## src/rtl/mips_ifu_fq.sv

```systemverilog
// Instruction fetch unit: one-outstanding I-cache fetcher with static branch
// prediction, feeding a small circular fetch queue that decouples fetch from ID.
module mips_ifu_fq #(
    parameter int                ADDR_W   = 32,
    parameter int                DATA_W   = 32,
    parameter int                FQ_DEPTH = 4,
    parameter logic [ADDR_W-1:0] RESET_PC = '0
) (
    input  logic              clk,
    input  logic              rst,
    output logic              I_req,
    output logic [ADDR_W-3:0] I_addr,
    input  logic              I_ready,
    input  logic              I_rvalid,
    input  logic [DATA_W-1:0] I_rdata,
    input  logic              ex_redirect,
    input  logic [ADDR_W-1:0] ex_redirect_pc,
    input  logic              id_ready,
    output logic              if2id_valid,
    output logic [DATA_W-1:0] if2id_inst,
    output logic [ADDR_W-1:0] if2id_pc,
    output logic              if2id_prdt_taken
);

    localparam int               PTR_W   = $clog2(FQ_DEPTH);
    localparam int               CNT_W   = PTR_W + 1;
    localparam logic [CNT_W-1:0] DEPTH_C = CNT_W'(FQ_DEPTH);

    typedef enum logic [1:0] {
        S_RUN  = 2'd0,
        S_WAIT = 2'd1,
        S_DROP = 2'd2
    } state_t;

    state_t              r_state;
    state_t              w_state_nxt;
    logic [ADDR_W-1:0]   r_pc;
    logic [CNT_W-1:0]    r_cnt;
    logic [PTR_W-1:0]    r_rd_ptr;
    logic [PTR_W-1:0]    r_wr_ptr;
    logic [DATA_W-1:0]   r_inst_mem [FQ_DEPTH];
    logic [ADDR_W-1:0]   r_pc_mem   [FQ_DEPTH];
    logic [FQ_DEPTH-1:0] r_prdt_mem;

    logic [5:0]          w_op;
    logic                w_is_jmp;
    logic                w_is_br;
    logic                w_prdt;
    logic [ADDR_W-1:0]   w_pc_incr;
    logic [ADDR_W-1:0]   w_jmp_tgt;
    logic [ADDR_W-1:0]   w_br_tgt;
    logic [ADDR_W-1:0]   w_pc_nxt;
    logic                w_full;
    logic                w_enq;
    logic                w_deq;

    // Issuing only from RUN with a free slot reserves that slot for the response.
    assign w_full = (r_cnt == DEPTH_C);
    assign I_req  = !rst && (r_state == S_RUN) && !ex_redirect && !w_full;
    assign I_addr = r_pc[ADDR_W-1:2];
    assign w_enq  = (r_state == S_WAIT) && I_rvalid && !ex_redirect;
    assign w_deq  = if2id_valid && id_ready && !ex_redirect;

    assign w_op      = I_rdata[31:26];
    assign w_is_jmp  = (w_op == 6'b000010) || (w_op == 6'b000011);
    assign w_is_br   = (w_op[5:2] == 4'b0001) || (w_op == 6'b000001);
    assign w_prdt    = w_is_jmp || (w_is_br && I_rdata[15]);
    assign w_pc_incr = r_pc + ADDR_W'(4);
    assign w_jmp_tgt = {w_pc_incr[ADDR_W-1:28], I_rdata[25:0], 2'b00};
    assign w_br_tgt  = w_pc_incr + {{(ADDR_W-18){I_rdata[15]}}, I_rdata[15:0], 2'b00};
    assign w_pc_nxt  = !w_prdt ? w_pc_incr : (w_is_jmp ? w_jmp_tgt : w_br_tgt);

    // A redirect in RUN masks I_req, so no request can be accepted alongside it.
    always_comb begin
        w_state_nxt = r_state;
        case (r_state)
            S_RUN:   if (I_req && I_ready) w_state_nxt = S_WAIT;
            S_WAIT: begin
                if (I_rvalid)         w_state_nxt = S_RUN;
                else if (ex_redirect) w_state_nxt = S_DROP;
            end
            S_DROP:  if (I_rvalid) w_state_nxt = S_RUN;
            default: w_state_nxt = S_RUN;
        endcase
    end

    always_ff @(posedge clk or posedge rst) begin
        if (rst) begin
            r_state  <= S_RUN;
            r_pc     <= RESET_PC;
            r_cnt    <= '0;
            r_rd_ptr <= '0;
            r_wr_ptr <= '0;
        end else begin
            r_state <= w_state_nxt;
            if (ex_redirect) begin
                r_pc     <= ex_redirect_pc;
                r_cnt    <= '0;
                r_rd_ptr <= '0;
                r_wr_ptr <= '0;
            end else begin
                if (w_enq) begin
                    r_pc     <= w_pc_nxt;
                    r_wr_ptr <= r_wr_ptr + PTR_W'(1);
                end
                if (w_deq) r_rd_ptr <= r_rd_ptr + PTR_W'(1);
                r_cnt <= r_cnt + CNT_W'(w_enq) - CNT_W'(w_deq);
            end
        end
    end

    // NOTE: storage is reset because the head outputs must read zero out of reset.
    always_ff @(posedge clk or posedge rst) begin
        if (rst) begin
            for (int i = 0; i < FQ_DEPTH; i++) begin
                r_inst_mem[i] <= '0;
                r_pc_mem[i]   <= '0;
            end
            r_prdt_mem <= '0;
        end else if (w_enq) begin
            r_inst_mem[r_wr_ptr] <= I_rdata;
            r_pc_mem[r_wr_ptr]   <= r_pc;
            r_prdt_mem[r_wr_ptr] <= w_prdt;
        end
    end

    assign if2id_valid      = (r_cnt != '0);
    assign if2id_inst       = r_inst_mem[r_rd_ptr];
    assign if2id_pc         = r_pc_mem[r_rd_ptr];
    assign if2id_prdt_taken = r_prdt_mem[r_rd_ptr];

    a_no_overflow: assert property (@(posedge clk) disable iff (rst) w_enq |-> !w_full);

endmodule

```

## config.mk

```make
export PLATFORM = sky130hd
export DESIGN_NAME = mips_ifu_fq
export DESIGN_NICKNAME = d
export VERILOG_FILES = /design/src/rtl/mips_ifu_fq.sv
export SDC_FILE = /design/constraint.sdc
export NUM_CORES = 1
export LEC_CHECK = 0
export BUFFER_PORTS_ARGS = -buffer_cell sky130_fd_sc_hd__buf_2
export CORE_MARGIN = 5
export CORE_UTILIZATION = 35
export CTS_CLUSTER_DIAMETER = 60
export CTS_CLUSTER_SIZE = 40
export DETAILED_ROUTE_END_ITERATION = 7
export GPL_ROUTABILITY_DRIVEN = 1
export PLACE_DENSITY = 0.55
export SLEW_MARGIN = 20
export SYNTH_ARGS = -nofsm -noshare
export SYNTH_HDL_FRONTEND = slang
export SYNTH_SLANG_ARGS = --single-unit
```

## constraint.sdc

```tcl
create_clock -name clk -period 25.8 [get_ports clk]
set_clock_uncertainty 0.15 [all_clocks]
set_input_delay 5.16 -clock clk [delete_from_list [all_inputs] [get_ports clk]]
set_output_delay 5.16 -clock clk [all_outputs]
set_load 0.01 [all_outputs]
```

After elaboration in Yosys (flattened, before gate mapping). Index checks and enable logic that the tools add are counted.

Register bits after elaboration: 301. Bits in latches: 0. RAM bits: 0. Bits in read-only memories: 0. Input bits: 70. Logic and storage cells: 89. Memories kept: 0.

$add $sub $neg: 6. Multipliers: 0. Divide/modulo/power cells: 0. Magnitude comparators: 6. Eq/ne operators: 10. Shifts and indexed selects: 0. Multiplexer cells: 29. Bitwise logic cells: 2. Reductions and logical operators: 22.

Operator list (number): $mux W32 (9); $bwmux W128 (2); $bmux W32 S2 (2); $demux W32 S2 (1); $add A32 B3 Y32 const B (1); $add A32 B32 Y32 (1); $mux W2 (8); $eq A6 B2 Y1 const B (2); $logic_and A1 B1 Y1 (11); $eq A6 B1 Y1 const B (1); $ge A3 B3 Y1 const B (2); $lt A2 B3 Y1 const B (2); $not A2 Y3 (2); $pmux W2 S3 (1); $add A2 B1 Y2 const B (2); $bwmux W4 (1); $eq A4 B1 Y1 const B (1); $reduce_bool A2 Y1 (2); $add A3 B1 Y3 (1); $eq A3 B3 Y1 const B (1); $logic_not A1 Y1 (3); $logic_or A1 B1 Y1 (3); $lt A3 B1 Y1 const B (1); $mux W3 (1); other kinds (13) (14).

Depth between registers and ports, before layout.
Depth after elaboration: 7. Mapped depth: 17. Gate-level depth less buffers: 14.

Worst setup path after synthesis. OpenSTA, ideal clock, no wires.

Path kind: in2out. From: input port ex_redirect. To: output port I_req. Arrival time: 6.042 ns. Slack: 14.448 ns. Stages: 3. Path buffers: 1. Path through: clkbuf_1 -> or4_1 -> a21oi_1.

Longest elaborated chain between the ends: 3.

RTL lines: start: declaration (RTL line 16) `input logic ex_redirect,`; $logic_not A1 Y1 (RTL line 59) `assign I_req = !rst && (r_state == S_RUN) && !ex_redirect && !w_full;`; $logic_and A1 B1 Y1 (2 in a row) (RTL line 59); end: declaration (RTL line 11) `output logic I_req,`.

Every way passes these cells.

Worst setup path after layout. Same ends and word-level chain as after synthesis.

==> key figures <==
Setup path
  • Max FO, Critical Path: 26
  • Worst EP required: between 20 and 25 ns
  • Crit path DAT: 6.37 ns
  • Critical path's most frequent cell: buf_2
  • CP max-delay cell: or4_1
  • RR Endpoint: r_pc[31]
  • CP delay by family, top: simple AND/OR/NAND/NOR gates
  • Worst Path Buf+Inv: 2
  • Critical path class: in -> out
  • CP cell instances: buf_2, or4_1, a21oi_1, buf_2
  • Critical Path Source Type: input pin
  • Reg2reg start: r_pc[5]
  • Worst reg-to-reg setup slack: between 20 and 25 ns
  • Worst path max stage delay: 0.54 ns
  • R2R cell count: 13
  • Nature of the critical path endpoint: output pin

Synthesis
  • #FFs+latches synth: 301
  • Mapped cell area: 16,000 µm²
  • Count of different cell masters after synthesis: 70
  • Register area share after synthesis: between 40% and 50%
  • Cell count after synthesis: 1,265
  • Synth Area per Inst: 12.6 µm²
  • Synth Warn #: 0
  • Syn_nets: 1,380
  • Synth area leaders: dfrtp_1 47%, mux2_2 17%, mux4_2 9.2%
  • Async SR Flop Fraction: 100%
  • Synth area leader: dfrtp_1
  • Synth Flop Type: dfrtp_1
  • EDFF count, synth: 0
  • Synth top area share: 47.1%

Die
  • Initial Utilization: 35.3%
  • Die Area: roughly 50,000 µm²
  • Rows: just under 80
  • Die Y: between 200 and 250 µm
  • Core area: 45,300 µm²
  • Die X: 224 µm
  • Io pins: 167

GRT
  • GRT Overall Usage: between 10% and 20%
  • Largest net degree at the start of global routing: 99
  • Gr ovfl total: 0
  • Initial antenna violation count: 10
  • Number of global-route vias before repair: 10,863
  • First-pass GRT wire length: 69,300 µm

Job
  • Max Cap Viol: 0

Hold path
  • Hold Crit Class: reg -> reg
  • Hold path depth: 2
  • HP Start: r_inst_mem[91]
  • Worst hold endpoint: r_inst_mem[91]

Cells and area
  • Layout cells sized above 1: 41.9%
  • Reg area: 7540 µm²
  • Final Cell Area: 18,100 µm²
  • Multi-input logic area: roughly 8000 µm²
  • Layout Cells excl Fill: 1,977
  • Synth-to-Final Area Change: 13.1%
  • Final #Nets: 1,467
  • Fillers: around 4,400

Timing
  • Worst slew pin tran: 1.09 ns
  • RSZ-0062 raised after global routing: false
  • Setup TNS: 0 ns
  • Max Slew Vio Count: 0
  • Setup Viol. Count Final: 0
  • Fin crit share: between 40% and 50%
  • Fmax: between 80 and 90 MHz
  • Fin. Hold Viols: 0
  • Crit path time final: 11.68 ns
  • Max_slew headroom: 27.5%

Routing
  • Post-Route WL: approximately 45,000 µm
  • Avg Vias per Cell: 5.39
  • Met1 WL: 20,700 µm
  • Initial DRC count: 788
  • Vias: approximately 11,000
  • Initial DRT Pass Iterations: 5
  • Final ANT Viol Nets: 0
  • Wire length on met3: between 2000 and 3000 µm
  • Highest signal layer in the routed design: met5
  • Wirelength per Cell: roughly 23 µm
  • Remaining DRCs: 0
  • Met2 WL: roughly 20,000 µm

Clock network
  • H-tree levels: 1
  • Root buf cell: clkbuf_16
  • Post-CTS Setup Inserts: 0
  • Clock latency on the worst-skew pair: 0.58 ns
  • TritonCTS sink count: 301
  • # hold bufs at CTS: 0
  • Worst-path clk slew: 0.08 ns
  • Clk buf depth: 3
  • Post_cts resized: 0
  • CTS tree: yes
  • Inserted Clock Buffers: 28

Outcome
  • Outcome: finished clean

Place
  • DP Wirelength: 30,900 µm
  • Port Buffers: 166
  • Placed Instances: 1,922
  • Area post-placement: 17,100 µm²
  • Routability cong.: approximately 0.9

Power
  • Clock power share: between 20% and 30%
  • Pwr/cell area: 106 nW/µm²
  • Net Sw Frac: 33.9%
  • Combinational Power Share: between 30% and 40%
  • Pint: between 1 and 1.5 mW
  • Switching pwr: around 0.65 mW
  • Worst VDD drop: just under 60 µV
  • Seq pwr share: approximately two fifths
  • Leak Pwr: 7.81 nW
stage by stage:
| stage | worst slack [ns] | power [mW] | util [%] | hold WS [ns] |
|---|---|---|---|---|
| 6_report | 14.12 | 1.91 | 39.9 | 0.331 |
| 4_1_cts | 14.13 | 1.94 | 39.9 | 0.333 |
| 3_3_place_gp | 14.14 | 1.47 | 37.7 | 0.309 |
| 3_5_place_dp | 14.14 | 1.49 | 37.7 | 0.315 |
| 2_1_floorplan | 12.17 | 1.28 | - | 0.295 |
| 5_1_grt | 14.07 | 2.04 | 39.9 | 0.346 |
cell type report:
type	instances	area share [%]
Timing Repair Buffer	180	5.20
Antenna cell	3	0.0415
Clock inverter	23	1.54
Clock buffer	29	3.90
Inverter	18	0.415
Sequential cell	301	41.7
Multi-Input combinational cell	823	43.1
Tap cell	600	4.15
Yosys cell counts (11+ instances only):
master and number:
a221oi_1 12, nor2_1 41, nor3_1 12, a21o_1 11, o22ai_1 13, nand3_1 17, buf_1 28, nand4_1 16
ha_1 43, buf_4 37, inv_1 17, dfrtp_1 301, buf_2 20, clkbuf_1 36, xor2_1 16, o21ai_0 52
nand2_1 74, mux4_2 65, a21oi_1 43, xnor2_1 33, mux2_2 244
kinds of logic (layout without fill, tap and decap cells):
kind of cell	Yosys count	after routing	share of synthesized area [%]
xor+xnor	51	51	2.89
simple gates	195	195	5.89
flops	301	301	47.1
fa+ha+maj	45	45	3.62
other cells	0	3	0
mux	317	317	26.9
buf+inv	141	250	4.39
compound gates	215	215	9.22
how the worst max path moves through the flow:
stage               end        start  depth (start not counted)
4_1_cts           I_req  ex_redirect                          4
3_5_place_dp      I_req  ex_redirect                          4
5_1_grt           I_req  ex_redirect                          4
2_1_floorplan  r_cnt[0]          rst                          1
6_report          I_req  ex_redirect                          4
3_3_place_gp      I_req  ex_redirect                          4
layout by cell type, fill, tap and decap left out, drive strengths merged, types with 3 or more instances in the layout:
master	n
a211o	3
a21oi	44
mux2	244
o31ai	5
o21a	3
nor2	44
dfrtp	301
xor2	18
a221o	5
inv	32
and3	4
ha	43
nand3	17
o21ai	55
nor3	12
o221ai	6
nand2b	5
clkbuf	29
a31oi	12
nor2b	5
diode	3
o21bai	4
a221oi	12
xnor2	33
buf	180
a22o	4
a2111oi	3
and2	4
mux4	65
a22oi	10
mux2i	8
o211ai	7
nand4	17
and4	3
o22ai	13
nand2	74
a211oi	9
a21o	11
clkinv	7
or2	3
routing by layer:
| metal | vias to the layer above | track usage, % |
|---|---|---|
| met4 | 14 | 4.60 |
| met5 | - | 0 |
| met3 | 79 | 4.68 |
| met1 | 5454 | 25.7 |
| met2 | 251 | 26.7 |
| li1 | 4854 | - |
tightest hold or removal path: stages, from the launching register on:
cell and delay, ns:
dfrtp_1 0.35, nand2_1 0.05, o21ai_0 0.06
power groups by stage:
| stage | registers, mW | clock network (mW) | logic (mW) |
|---|---|---|---|
| CTS | 0.799 | 0.454 | 0.688 |
| floorplan | 0.745 | 0 | 0.532 |
| finish | 0.798 | 0.441 | 0.674 |
| detailed placement | 0.809 | 0 | 0.686 |
| global route | 0.826 | 0.472 | 0.738 |
| global placement | 0.796 | 0 | 0.674 |
state kept, by name, summed over array words and instances (netlist names):
signal and count:
r_inst_mem 128, r_pc_mem 128, r_pc 32, r_prdt_mem 4, r_cnt 3, r_rd_ptr 2, r_state 2, r_wr_ptr 2
Note: power is estimated with default switching activity, not from simulation.
